--- src/rtl/lector_teclado.sv ---
// 4x4 matrix-keypad scanner: rotates the active-low column drive, debounces press and release,
// and emits one push strobe with the key's hex code per physical key press.
module lector_teclado #(
  parameter int unsigned SCAN_DIV       = 50000,
  parameter int unsigned DEBOUNCE_TICKS = 20
) (
  input  logic       clk,
  input  logic       rst,
  input  logic [3:0] filas,
  output logic [3:0] columnas,
  output logic [3:0] entrada,
  output logic       push
);

  localparam int unsigned TickW = (SCAN_DIV > 1) ? $clog2(SCAN_DIV) : 1;
  localparam int unsigned CntW  = $clog2(DEBOUNCE_TICKS + 1);
  localparam logic [TickW-1:0] TickLast = TickW'(SCAN_DIV - 1);
  localparam logic [CntW-1:0]  CntDone  = CntW'(DEBOUNCE_TICKS);
  localparam logic [CntW-1:0]  CntOne   = CntW'(1);

  typedef enum logic [1:0] {StScan, StDebounce, StPressed, StRelease} state_e;

  state_e           state_q, state_d;
  logic [3:0]       filas_meta_q, filas_sync_q;
  logic [TickW-1:0] tick_cnt_q, tick_cnt_d;
  logic [1:0]       col_q, col_d;
  logic [1:0]       row_q, row_d;
  logic [CntW-1:0]  count_q, count_d;
  logic [3:0]       entrada_q, entrada_d;
  logic             push_q, push_d;

  logic       tick;
  logic       any_low;
  logic       row_held;
  logic [1:0] low_row;

  function automatic logic [3:0] key_code(input logic [1:0] r, input logic [1:0] c);
    logic [3:0] code;
    code = 4'h0;
    case ({r, c})
      4'b00_00: code = 4'h1;
      4'b00_01: code = 4'h2;
      4'b00_10: code = 4'h3;
      4'b00_11: code = 4'hA;
      4'b01_00: code = 4'h4;
      4'b01_01: code = 4'h5;
      4'b01_10: code = 4'h6;
      4'b01_11: code = 4'hB;
      4'b10_00: code = 4'h7;
      4'b10_01: code = 4'h8;
      4'b10_10: code = 4'h9;
      4'b10_11: code = 4'hC;
      4'b11_00: code = 4'hE;
      4'b11_01: code = 4'h0;
      4'b11_10: code = 4'hF;
      4'b11_11: code = 4'hD;
      default:  code = 4'h0;
    endcase
    return code;
  endfunction

  // Rows are asynchronous to clk; every decision below uses filas_sync_q only.
  always_ff @(posedge clk or negedge rst) begin
    if (!rst) begin
      filas_meta_q <= 4'hF;
      filas_sync_q <= 4'hF;
    end else begin
      filas_meta_q <= filas;
      filas_sync_q <= filas_meta_q;
    end
  end

  assign tick       = (tick_cnt_q == TickLast);
  assign tick_cnt_d = tick ? '0 : tick_cnt_q + 1'b1;
  assign any_low    = ~&filas_sync_q;
  assign row_held   = ~filas_sync_q[row_q];

  // Lowest-index low row wins when several rows are low together.
  always_comb begin
    low_row = 2'd3;
    for (int i = 3; i >= 0; i--) begin
      if (!filas_sync_q[i]) low_row = 2'(i);
    end
  end

  always_comb begin
    state_d   = state_q;
    col_d     = col_q;
    row_d     = row_q;
    count_d   = count_q;
    entrada_d = entrada_q;
    push_d    = 1'b0;
    if (tick) begin
      unique case (state_q)
        StScan: begin
          if (any_low) begin
            row_d   = low_row;
            count_d = CntOne;
            state_d = StDebounce;
          end else begin
            col_d = col_q + 2'd1;
          end
        end
        StDebounce: begin
          if (row_held) begin
            count_d = count_q + 1'b1;
            if (count_d == CntDone) begin
              entrada_d = key_code(row_q, col_q);
              push_d    = 1'b1;
              state_d   = StPressed;
            end
          end else begin
            state_d = StScan;
            col_d   = col_q + 2'd1;
          end
        end
        StPressed: begin
          if (!any_low) begin
            count_d = CntOne;
            state_d = StRelease;
          end
        end
        StRelease: begin
          if (!any_low) begin
            count_d = count_q + 1'b1;
            if (count_d == CntDone) begin
              state_d = StScan;
              col_d   = col_q + 2'd1;
            end
          end else begin
            state_d = StPressed;
          end
        end
        default: state_d = StScan;
      endcase
    end
  end

  always_ff @(posedge clk or negedge rst) begin
    if (!rst) begin
      state_q    <= StScan;
      tick_cnt_q <= '0;
      col_q      <= 2'd0;
      row_q      <= 2'd0;
      count_q    <= '0;
      entrada_q  <= 4'h0;
      push_q     <= 1'b0;
    end else begin
      state_q    <= state_d;
      tick_cnt_q <= tick_cnt_d;
      col_q      <= col_d;
      row_q      <= row_d;
      count_q    <= count_d;
      entrada_q  <= entrada_d;
      push_q     <= push_d;
    end
  end

  assign columnas = ~(4'b0001 << col_q);
  assign entrada  = entrada_q;
  assign push     = push_q;

endmodule

--- config.mk ---
export PLATFORM = sky130hd
export DESIGN_NAME = lector_teclado
export DESIGN_NICKNAME = d
export VERILOG_FILES = /design/src/rtl/lector_teclado.sv
export SDC_FILE = /design/constraint.sdc
export NUM_CORES = 1
export LEC_CHECK = 0
export CAP_MARGIN = 15
export CORE_MARGIN = 2
export CORE_UTILIZATION = 35
export CTS_CLUSTER_DIAMETER = 120
export DETAILED_ROUTE_END_ITERATION = 10
export HOLD_SLACK_MARGIN = 0.03
export SYNTH_ARGS = -nofsm -noshare
export SYNTH_HDL_FRONTEND = slang
export SYNTH_SLANG_ARGS = --single-unit
--- constraint.sdc ---
create_clock -name clk -period 5.5 [get_ports clk]
set_input_delay 1.375 -clock clk [delete_from_list [all_inputs] [get_ports clk]]
set_output_delay 1.375 -clock clk [all_outputs]
set_load 0.03 [all_outputs]
; ---- Yosys cells after proc, flatten, opt, wreduce, memory -nomap -nowiden
; Memories as Yosys holds them, arrays and structs flattened. A register that Yosys moved wholly into a read port is not among the register bits.
; Cells that the tools add are included.
[word_totals]
regBits = 36
latchBits = 0
ram_bits = 0
rom_bits = 64
in_bits = 6
output_inout_bits = 9
n_memories = 1
[op_classes]
addsub = 3
mul = 0
div = 0
n_lt_le_gt_ge = 1
n_eq_ne = 14
n_shift = 1
muxes = 27
n_bitwise = 3
n_reduce_logical = 9
[mem_list]
columns = name, words, word_bits, read_ports, rd_clocked_by_memory_dff, write_ports, line_no
row1 = (name not given), 16, 4, 1, 1, 0, 40  ; case ({r, c})
[ops]
columns = op, n
row1 = $mux 2, 12
row2 = $mux 5, 4
row3 = $pmux 5 s4, 1
row4 = $add 16x1->16 const B, 1
row5 = $eq 16x16->1 const B, 1
row6 = $mux 16, 1
row7 = $ne 2x2->1 const B, 7
row8 = $reduce_and 5->1, 2
row9 = $pmux 2 s4, 1
row10 = $reduce_and 4->1, 2
row11 = $mux 1, 6
row12 = $ne 3x3->1 const B, 2
row13 = $pmux 2 s3, 1
row14 = $reduce_and 6->1, 1
row15 = $add 5x1->5 const B, 1
row16 = $eq 5x5->1 const B, 1
row17 = $eq 2x2->1 const B, 2
row18 = $not 4->4, 1
row19 = $shl 1x2->4 const A, 1
row20 = $lt 2x3->1 const B, 1
row21 = $reduce_and 3->1, 1
row22 = $reduce_bool 3->1, 1
row23 = $add 2x1->2 const B, 1
row24 = $bmux 1 s2, 1
row25 = 4 further kinds, 5

; ---- Logic depth before layout (Yosys ltp)
[logic_depth]
ltp_word = 6
mapped_depth = 7

; ---- Worst setup path before layout
; No wires, ideal clock.
[synth_path]
kind = reg2out
from = register col_q[0]
to = output columnas[0]
t_arrival_ns = 0.905
required_ns = 4.125
slack_ns = 3.220
path_stages_with_launch = 4
n_path_buf = 0
path_cell_list = dfrtp_1 inv_1 ha_1 inv_1
[synth_between]
elab_chain_cells = 2
[synth_rtl]
columns = element, line_no
row1 = "start, declared", 26  ; logic [1:0] col_q, col_d;
row2 = "start signal, assigned", 151  ; col_q <= col_d;
row3 = $shl 1x2->4, 159  ; assign columnas = ~(4'b0001 << col_q);
row4 = $not 4->4, 159
row5 = "end, declared", 10  ; output logic [3:0] columnas,
; No other way between the ends.

; ---- Worst setup path in the final report
; Ends and elaborated chain as after synthesis.

==> summary.md <==
| Metric | Value |
|---|---|
| Grt total ovfl | `0` |
| Routability congestion estimate | `0.743` |
| Final design utilization | `0.421` |
| Via count of the first global-routing pass | `roughly 1,300` |
| F_max | `312 MHz` |
| Portion of total power attributed to sequential cells | `0.542` |
| Clock-pin slew on the worst setup and hold paths | `approximately 80 ps` |
| Final Skew | `6.41 ps` |
| Tightest Hold Check Type | `flip-flop to flip-flop` |
| Post-synth design cell area | `a little over 2000 sq um` |
| Startpoint-to-endpoint class of the critical path | `flip-flop to output port` |
| Crit-path most repeated cell | `sky130_fd_sc_hd__inv_1` |
| Count of unique library cells instantiated by Yosys | `41` |
| Fraction of final layout cells with drive strength greater than 1 | `0.122` |
| Slowest cell on the critical path | `sky130_fd_sc_hd__clkdlybuf4s50_1` |
| Fillers | `roughly 550` |
| Pwr dens | `approximately 240 nW/um^2` |
| Startpoint Class | `flip-flop` |
| Synthesis Warnings | `0` |
| Part of the power in the clock network | `0.435` |
| Iter 0 DRT Violations | `67` |
| Avg Vias per Cell | `4.82` |
| Post-layout worst setup margin | `2290 ps` |
| Largest vdd supply drop | `roughly 140 uV` |
| Count of buffering cells on the critical path with inverters included | `3` |
| Core box area | `5540 sq um` |
| Final routed DRC violation total | `0` |
| Top delay family on crit path | `buffers and inverters` |
| Clock tree from TritonCTS | `yes` |
| Final design area excluding fillers | `2330 sq um` |
| Clock period minus worst slack | `3210 ps` |
| Worst-path maximum fanout | `6` |
| Maximum Capacitance Violations | `0` |
| Synthesized netlist cell count | `approximately 190` |
| Largest buffer count on any clock path | `2` |
| Setup repair after global routing missed its margin | `no` |
| Number of H-tree branching levels | `2` |
| Setup violators final | `0` |
| Clock buffer count from CTS | `5` |
| PostCTS Resize Cnt | `0` |
| Leakage component of the power | `around 1 nW` |
| Net count of the mapped netlist | `roughly 200` |
| Async set or reset register ratio after synthesis | `1.00` |
| Synth-to-Final Area Change | `15.6%` |
| Count of buffers from port buffering | `14` |
| Starting Density | `0.364` |
| Period utilisation layout | `0.583` |
| Sum of net half-perimeters after detailed placement | `between 2000 and 2500 um` |
| Mean instance size in the synthesized netlist | `approximately 11 sq um` |
| Slew Limit Fails | `0` |
| Slew headroom | `0.422` |
| Clock sink count | `40` |
| Die X-Extent | `roughly 80 um` |
| Worst skew pair latency | `between 200 and 300 ps` |
| Final hold viol count | `0` |
| Sw Ratio | `0.206` |
| Crit path arrival time | `between 1500 and 2000 ps` |
| Net switching power | `114 uW` |
| Cell-by-cell trace of the critical path | `inv_1, ha_1, inv_1, clkdlybuf4s50_1` |
| Number of enable flip-flop cells after synthesis | `0` |
| Worst setup timing slack at the placement stage | `between 2000 and 3000 ps` |
| Worst setup EP type | `output port` |
| Global-route usage over all layers | `0.122` |
| Master cell of the clock root buffer | `sky130_fd_sc_hd__clkbuf_8` |
| Row cnt | `27` |
| Final antenna diode count | `0` |
| DIE AREA | `around 6400 sq um` |
| Combinational fraction of design power | `0.022` |
| Count of vias placed by the detailed router | `between 1,000 and 1,500` |
| Total negative setup slack | `0 ps` |
| Count of nets after finishing | `between 200 and 250` |
| Pin count of the biggest net entering global routing | `between 40 and 50` |
| Worst path max stage delay | `between 600 and 700 ps` |
| Post-route total power | `approximately 550 uW` |
| Critical path data required time | `about 4100 ps` |
| Predominant post-synthesis flop cell | `sky130_fd_sc_hd__dfrtp_1` |
| Antenna violations before repair | `0` |
| Antenna-violating nets left | `0` |
| Worst-margin pin slew | `866 ps` |
| Die Ht | `79.9 um` |
| Result of the run | `complete, no violations` |
| Final wirelength | `about 3300 um` |
| Register bit total from synthesis | `40` |
| Cell internal pwr | `440 uW` |
| Length of the first detailed-routing pass in iterations | `4` |
| First-pass GRT wire length | `6080 um` |
| Average wire per cell in the routed design | `around 12 um` |
| Setup bufs post-CTS | `0` |
| Dpl cell area | `roughly 2200 sq um` |
| Share of synthesized area occupied by flip-flops and latches | `0.501` |
| # IOs | `15` |
| CTS hold repair buffers | `0` |
==> placed cells by master, fill, tap and decap left out, drive strengths merged, types with 3 or more instances in the layout <==
| cell type | synthesis | final |
|---|---|---|
| nor2b | 3 | 3 |
| ha | 8 | 8 |
| a21o | 4 | 4 |
| nand3 | 14 | 14 |
| mux2i | 10 | 10 |
| dfrtp | 32 | 32 |
| clkdlybuf4s50 | 0 | 13 |
| nor2 | 18 | 18 |
| inv | 12 | 12 |
| a21oi | 6 | 6 |
| nand2 | 17 | 17 |
| o21ai | 7 | 7 |
| clkbuf | 5 | 5 |
| xor2 | 7 | 7 |
| dfstp | 8 | 8 |
| xnor2 | 8 | 8 |
==> path summary, 6_finish.rpt <==
kind                                  from         endpoint  slack [ps]  cells after the start
setup reg to reg            tick_cnt_q[10]       entrada[0]        2980                      4
max in group asynchronous              rst       count_q[0]        3760                      1
setup / recovery                  col_q[0]      columnas[0]        2290                      4
min in group asynchronous              rst    tick_cnt_q[0]        1200                      1
hold reg to reg            filas_meta_q[1]  filas_sync_q[1]         360                      0
hold / removal             filas_meta_q[1]  filas_sync_q[1]         360                      0
==> Yosys cell counts (2+ instances only) <==
| master | number | area share |
|---|---|---|
| sky130_fd_sc_hd__mux2i_1 | 10 | 0.050 |
| sky130_fd_sc_hd__nand3_1 | 14 | 0.035 |
| sky130_fd_sc_hd__and3_1 | 2 | 0.0062 |
| sky130_fd_sc_hd__nand2_1 | 17 | 0.032 |
| sky130_fd_sc_hd__dfrtp_1 | 32 | 0.40 |
| sky130_fd_sc_hd__xnor2_1 | 8 | 0.035 |
| sky130_fd_sc_hd__xor2_1 | 7 | 0.030 |
| sky130_fd_sc_hd__mux2_1 | 2 | 0.011 |
| sky130_fd_sc_hd__a21oi_1 | 6 | 0.015 |
| sky130_fd_sc_hd__o21ai_0 | 5 | 0.012 |
| sky130_fd_sc_hd__nor2_1 | 18 | 0.033 |
| sky130_fd_sc_hd__dfstp_2 | 8 | 0.10 |
| sky130_fd_sc_hd__or3_1 | 2 | 0.0062 |
| sky130_fd_sc_hd__nor2b_1 | 3 | 0.0093 |
| sky130_fd_sc_hd__a21o_1 | 4 | 0.015 |
| sky130_fd_sc_hd__clkbuf_1 | 5 | 0.0093 |
| sky130_fd_sc_hd__and4_1 | 2 | 0.0087 |
| sky130_fd_sc_hd__nand3b_1 | 2 | 0.0074 |
| sky130_fd_sc_hd__nand4_1 | 2 | 0.0062 |
| sky130_fd_sc_hd__ha_1 | 8 | 0.050 |
| sky130_fd_sc_hd__inv_1 | 12 | 0.022 |
==> power groups by stage <==
| stage | logic [mW] | registers (mW) | clock network (mW) |
|---|---|---|---|
| 6_report | 0.0123 | 0.301 | 0.241 |
| 5_1_grt | 0.0146 | 0.301 | 0.265 |
| 4_1_cts | 0.0130 | 0.301 | 0.253 |
| 3_5_place_dp | 0.0130 | 0.306 | 0 |
| 3_3_place_gp | 0.0130 | 0.306 | 0 |
| 2_1_floorplan | 0.00343 | 0.306 | 0 |
==> area by class of cell <==
| class | instances | area [sq um] | share of cell area |
|---|---|---|---|
| clock buffers | 5 | 68.8 | 0.0295 |
| flip-flops and latches | 40 | 1010 | 0.434 |
| repair buffers | 15 | 143 | 0.0612 |
| clock inverters | 3 | 47.5 | 0.0204 |
| inverters | 12 | 45.0 | 0.0193 |
| well taps | 72 | 90.1 | 0.0386 |
| multi-input cells | 130 | 926 | 0.397 |
==> state kept, by name (all words and copies together) (netlist names) <==
signal        count
col_q             2
filas_meta_q      4
count_q           5
push              1
row_q             2
filas_sync_q      4
tick_cnt_q       16
entrada           4
state_q           2
==> cells by family (layout without fill, tap and decap cells) <==
logic type | after synthesis | count (layout) | synth area share
AO/OA/AOI/OAI | 25 | 25 | 0.0850
XOR/XNOR | 15 | 15 | 0.0651
adder cells (fa/ha/maj) | 8 | 8 | 0.0496
buffers and inverters | 19 | 35 | 0.0397
flip-flops | 40 | 40 | 0.501
multiplexers | 13 | 13 | 0.0720
AND/OR/NAND/NOR | 69 | 69 | 0.187
==> per-layer routing <==
metal,wire (um),vias up,GRT usage
met5,0,-,0
met4,35,0,0.0305
met3,102,5,0.0441
met2,1510,16,0.188
met1,1690,635,0.163
li1,-,678,-
==> worst reg2reg max path, cell delays in order, from the launching register on <==
cell and delay, ps:
sky130_fd_sc_hd__dfrtp_1 420, sky130_fd_sc_hd__or4b_4 560, sky130_fd_sc_hd__nor4_4 540, sky130_fd_sc_hd__nor3b_4 520, sky130_fd_sc_hd__mux2_1 370
==> per-stage QoR <==
stage                     instances  hold slack, ps
after floorplan                 189             345
after global placement          269             346
after detailed placement        269             347
after CTS                       277             360
after global routing            277             361
final                           277             358
(Power assumes the default switching activity.)
==> RTL change 1: new RTL, config.mk and constraints unchanged <==
`SCAN_DIV`: 50000 -> 25000.
--- a/src/rtl/lector_teclado.sv
+++ b/src/rtl/lector_teclado.sv
@@ -1,7 +1,7 @@
 // 4x4 matrix-keypad scanner: rotates the active-low column drive, debounces press and release,
 // and emits one push strobe with the key's hex code per physical key press.
 module lector_teclado #(
-  parameter int unsigned SCAN_DIV       = 50000,
+  parameter int unsigned SCAN_DIV       = 25000,
   parameter int unsigned DEBOUNCE_TICKS = 20
 ) (
   input  logic       clk,
Formal check against the unedited RTL: same outputs for any inputs over 10 cycles, from zero or initial values and one cycle with rst low; that may be too few to reach the edited logic, so the function may still have changed.
==> RTL change 1 against the original RTL <==
Sequential power fell by 2%; design area up 1.2%; worst setup slack better by 8.5 ps; non-clock buffer count fell by 1; total power shrank 5.6%; combinational power grew 8%; fmax is 0.27% higher; synthesized cell count decreased by 2.6%; critical path depth is the same; sequential cell count shrank 1; area after synthesis increased by 2.0%; largest power group unchanged; critical path type unchanged; final cell count is 1.4% lower; routed wire length rose by 11%.
==> RTL change 1: results (changes against the original RTL) <==
.. list-table::
   :header-rows: 1

   * - Metric
     - Value
   * - Outcome
     - finished clean
   * - Synthesized netlist cell count
     - 184 (-2.6%)
   * - Worst slack after detailed placement
     - 2620 ps (+1.22 ps)
   * - Number of signal-net inverters in the final layout
     - 14 (+2)
   * - Largest cells by area after synthesis
     - sky130_fd_sc_hd__dfrtp_1, sky130_fd_sc_hd__dfstp_2, sky130_fd_sc_hd__ha_1
   * - Post-DR vias/cell
     - 5.15 (+6.9%)
   * - Buffers outside the clock class
     - 14 (-1)
   * - Number of global-route vias before repair
     - 1343 (+3.2%)
   * - Met3 layer usage reported by global route
     - 3.15% (-1.3 points)
   * - Overall Global Routing Usage
     - 12.9% (+0.67 points)
   * - Sw Ratio
     - 21.5% (+0.87 points)
   * - Compound-cell area share of the yosys netlist
     - 11.6% (+3.1 points)
   * - Pin count of the biggest net entering global routing
     - 40 (-2.4%)
   * - Routed wl met2
     - 1620 um (+6.9%)
   * - Layout Nets
     - 214 (-1.8%)
   * - Total wirelength of the detailed-routed design
     - 3690 um (+11%)
   * - Clock buf/inv share
     - 4.40% (-0.59 points)
   * - Multi-input combinational gate total
     - 126 (-3.1%)
   * - Number of sequential storage elements
     - 39 (-2.5%)
   * - Static power due to leakage
     - 1.06 nW (+3.7%)
   * - Worst Path Max Fanout
     - 8 (+2)
   * - Number of placed cells counting well taps
     - 265 (-1.5%)
   * - Nets in the synthesized netlist
     - 198 (-2.5%)
   * - Final non-clock buffer share
     - 5.73% (-0.39 points)
   * - Fraction of area in registers
     - 41.8% (-1.6 points)
   * - Post-Synth Adder-Cell Area
     - 4.87% (-0.097 points)
   * - Layout cells sized above 1
     - 16.4% (+4.2 points)
   * - Post-synthesis cell type count
     - 48 (+17%)
   * - Routed metal-1 wire length
     - 1880 um (+11%)
   * - Number of clock buffer instances in the layout
     - 7 (+2)
   * - Synth Area in XOR/XNOR
     - 4.68% (-1.8 points)
   * - Mean routed wirelength per cell
     - 13.5 um (+12%)
   * - Placed wire-length estimate after detailed placement
     - 2530 um (+9.2%)
[RTL change 1: path summary, 6_finish.rpt]
path | startpoint | to | slack (ps) | depth (start not counted)
min | filas_meta_q[3] | filas_sync_q[3] | 360 | 0
min in group asynchronous | rst | tick_cnt_q[10] | 1200 | 1
max in group asynchronous | rst | state_q[0] | 3760 | 1
min reg2reg | filas_meta_q[3] | filas_sync_q[3] | 360 | 0
max reg2reg | filas_sync_q[1] | count_q[1] | 3280 | 4
max | col_q[1] | columnas[1] | 2300 | 4
[RTL change 1: metrics by stage]
step | total power [mW] | instance area (um2)
3_5_place_dp | 0.313 | 2260
6_report | 0.523 | 2360
4_1_cts | 0.533 | 2360
3_3_place_gp | 0.313 | 2260
5_1_grt | 0.548 | 2360
2_1_floorplan | 0.303 | 2060
[RTL change 1: cell families after synthesis]
kind of cell / after synthesis
and+or+nand+nor: 63
DFF: 39
AOI/OAI and AO/OA: 32
buffers and inverters: 19
muxes: 12
xor gates and xnor gates: 11
adders and majority gates: 8
==> RTL change 2: new RTL, config.mk and constraints unchanged <==
Without the edit above. The 4 states of `state_e` get a one-hot encoding in 4 bits.
--- a/src/rtl/lector_teclado.sv
+++ b/src/rtl/lector_teclado.sv
@@ -18,7 +18,7 @@
   localparam logic [CntW-1:0]  CntDone  = CntW'(DEBOUNCE_TICKS);
   localparam logic [CntW-1:0]  CntOne   = CntW'(1);
 
-  typedef enum logic [1:0] {StScan, StDebounce, StPressed, StRelease} state_e;
+  typedef enum logic [3:0] {StScan = 4'b0001, StDebounce = 4'b0010, StPressed = 4'b0100, StRelease = 4'b1000} state_e;
 
   state_e           state_q, state_d;
   logic [3:0]       filas_meta_q, filas_sync_q;
Formal check against the unedited RTL: same outputs for any inputs over 10 cycles, from zero or initial values and one cycle with rst low; not proved beyond that.
==> RTL change 2 against the original RTL <==
Sequential cell count is 2 higher; critical path depth stayed put; total power is 4.6% lower; via count is 11% higher; die area is 8.5% higher; worst setup slack worse by 22 ps; design area is 4.9% higher; area after synthesis is 8.9% higher; global-route usage is 0.12 points lower; routed wire length is 14% higher.
==> RTL change 2: results (changes against the original RTL) <==
.. list-table::
   :header-rows: 1

   * - Metric
     - Value
   * - Outcome
     - finished clean
   * - Number of sequential storage elements
     - 42 (+5.0%)
   * - Layout Utilization
     - 40.8% (-1.3 points)
   * - Layout Nets
     - 228 (+4.6%)
   * - Source of the worst hold timing path
     - filas_meta_q[0]
   * - Multi-input combinational gate total
     - 140 (+7.7%)
   * - Nets in the synthesized netlist
     - 213 (+4.9%)
   * - Global-route wire length before repair
     - 6820 um (+12%)
   * - Compound-cell area share of the yosys netlist
     - 8.66% (+0.16 points)
   * - Final non-clock buffer share
     - 5.53% (-0.59 points)
   * - Combined area of the multi-input logic cells
     - 1020 um2 (+10%)
   * - Worst-case vdd ir drop
     - 0.146 mV (+3.3%)
   * - DRC marker count from the first detailed-route iteration
     - 74 (+10%)
   * - Worst Path Max Fanout
     - 7 (+1)
   * - Critical register-to-register path startpoint
     - tick_cnt_q[0]
   * - Worst slack after detailed placement
     - 2570 ps (-49.1 ps)
   * - Vias
     - 1475 (+11%)
   * - Static power due to leakage
     - 1.04 nW (+1.9%)
   * - Post-DP Area
     - 2350 um2 (+6.3%)
   * - Buffers outside the clock class
     - 14 (-1)
   * - Number of placed cells counting well taps
     - 282 (+4.8%)
   * - Count of fill cells added during filler insertion
     - 575 (+4.7%)
   * - Synthesized netlist cell count
     - 199 (+5.3%)
   * - Non-filler cells in the finished layout
     - 290 (+4.7%)
   * - Share of the yosys chip area belonging to registers
     - 48.3% (-1.8 points)
   * - Pin count of the biggest net entering global routing
     - 43 (+4.9%)
   * - Layout cells sized above 1
     - 14.4% (+2.2 points)
   * - Clock buf/inv share
     - 3.74% (-1.3 points)
   * - Critical path data arrival time
     - 1850 ps (+20 ps)
   * - Synth Area in XOR/XNOR
     - 5.98% (-0.53 points)
   * - Sw power
     - 0.110 mW (-3.8%)
   * - Portion of total power attributed to sequential cells
     - 59.6% (+5.4 points)
   * - Clock skew after layout
     - 9.79 ps (+3.38 ps)
   * - Placed wire-length estimate after detailed placement
     - 2710 um (+17%)
   * - Number of clock buffer instances in the layout
     - 7 (+2)
   * - Multiplexer share of the synthesized area
     - 5.58% (-1.6 points)
   * - Combinational cell power
     - 0.0106 mW (-14%)
   * - Share of power burned in the clock network
     - 38.4% (-5.1 points)
   * - Total wirelength of the detailed-routed design
     - 3810 um (+14%)
   * - Ranking of synthesized cells by instance count
     - sky130_fd_sc_hd__dfrtp_1, sky130_fd_sc_hd__nor2_1, sky130_fd_sc_hd__o21ai_0
==> RTL change 2: routing by layer <==
layer	vias up	GRT usage (%)	part of all wire, %
li1	732	-	-
met1	717	15.9	49
met2	21	19.1	46
met3	5	3.58	3.5
met4	0	4.17	1.3
met5	-	0	0
==> RTL change 2: worst paths after layout <==
kind	end	slack [ps]	cells past startpoint
setup / recovery	columnas[0]	2270	4
hold / removal	filas_sync_q[0]	360	0
setup reg to reg	count_q[3]	2850	6
hold reg to reg	filas_sync_q[0]	360	0
max in group asynchronous	tick_cnt_q[14]	3720	1
min in group asynchronous	count_q[4]	1210	1
==> RTL change 2: cells by family (layout without fill, tap and decap cells) <==
group,after synthesis,after routing
xor+xnor,15,15
buf+inv,17,33
compound gates,28,28
flops,42,42
fa+ha+maj,8,8
mux,9,9
simple gates,80,80
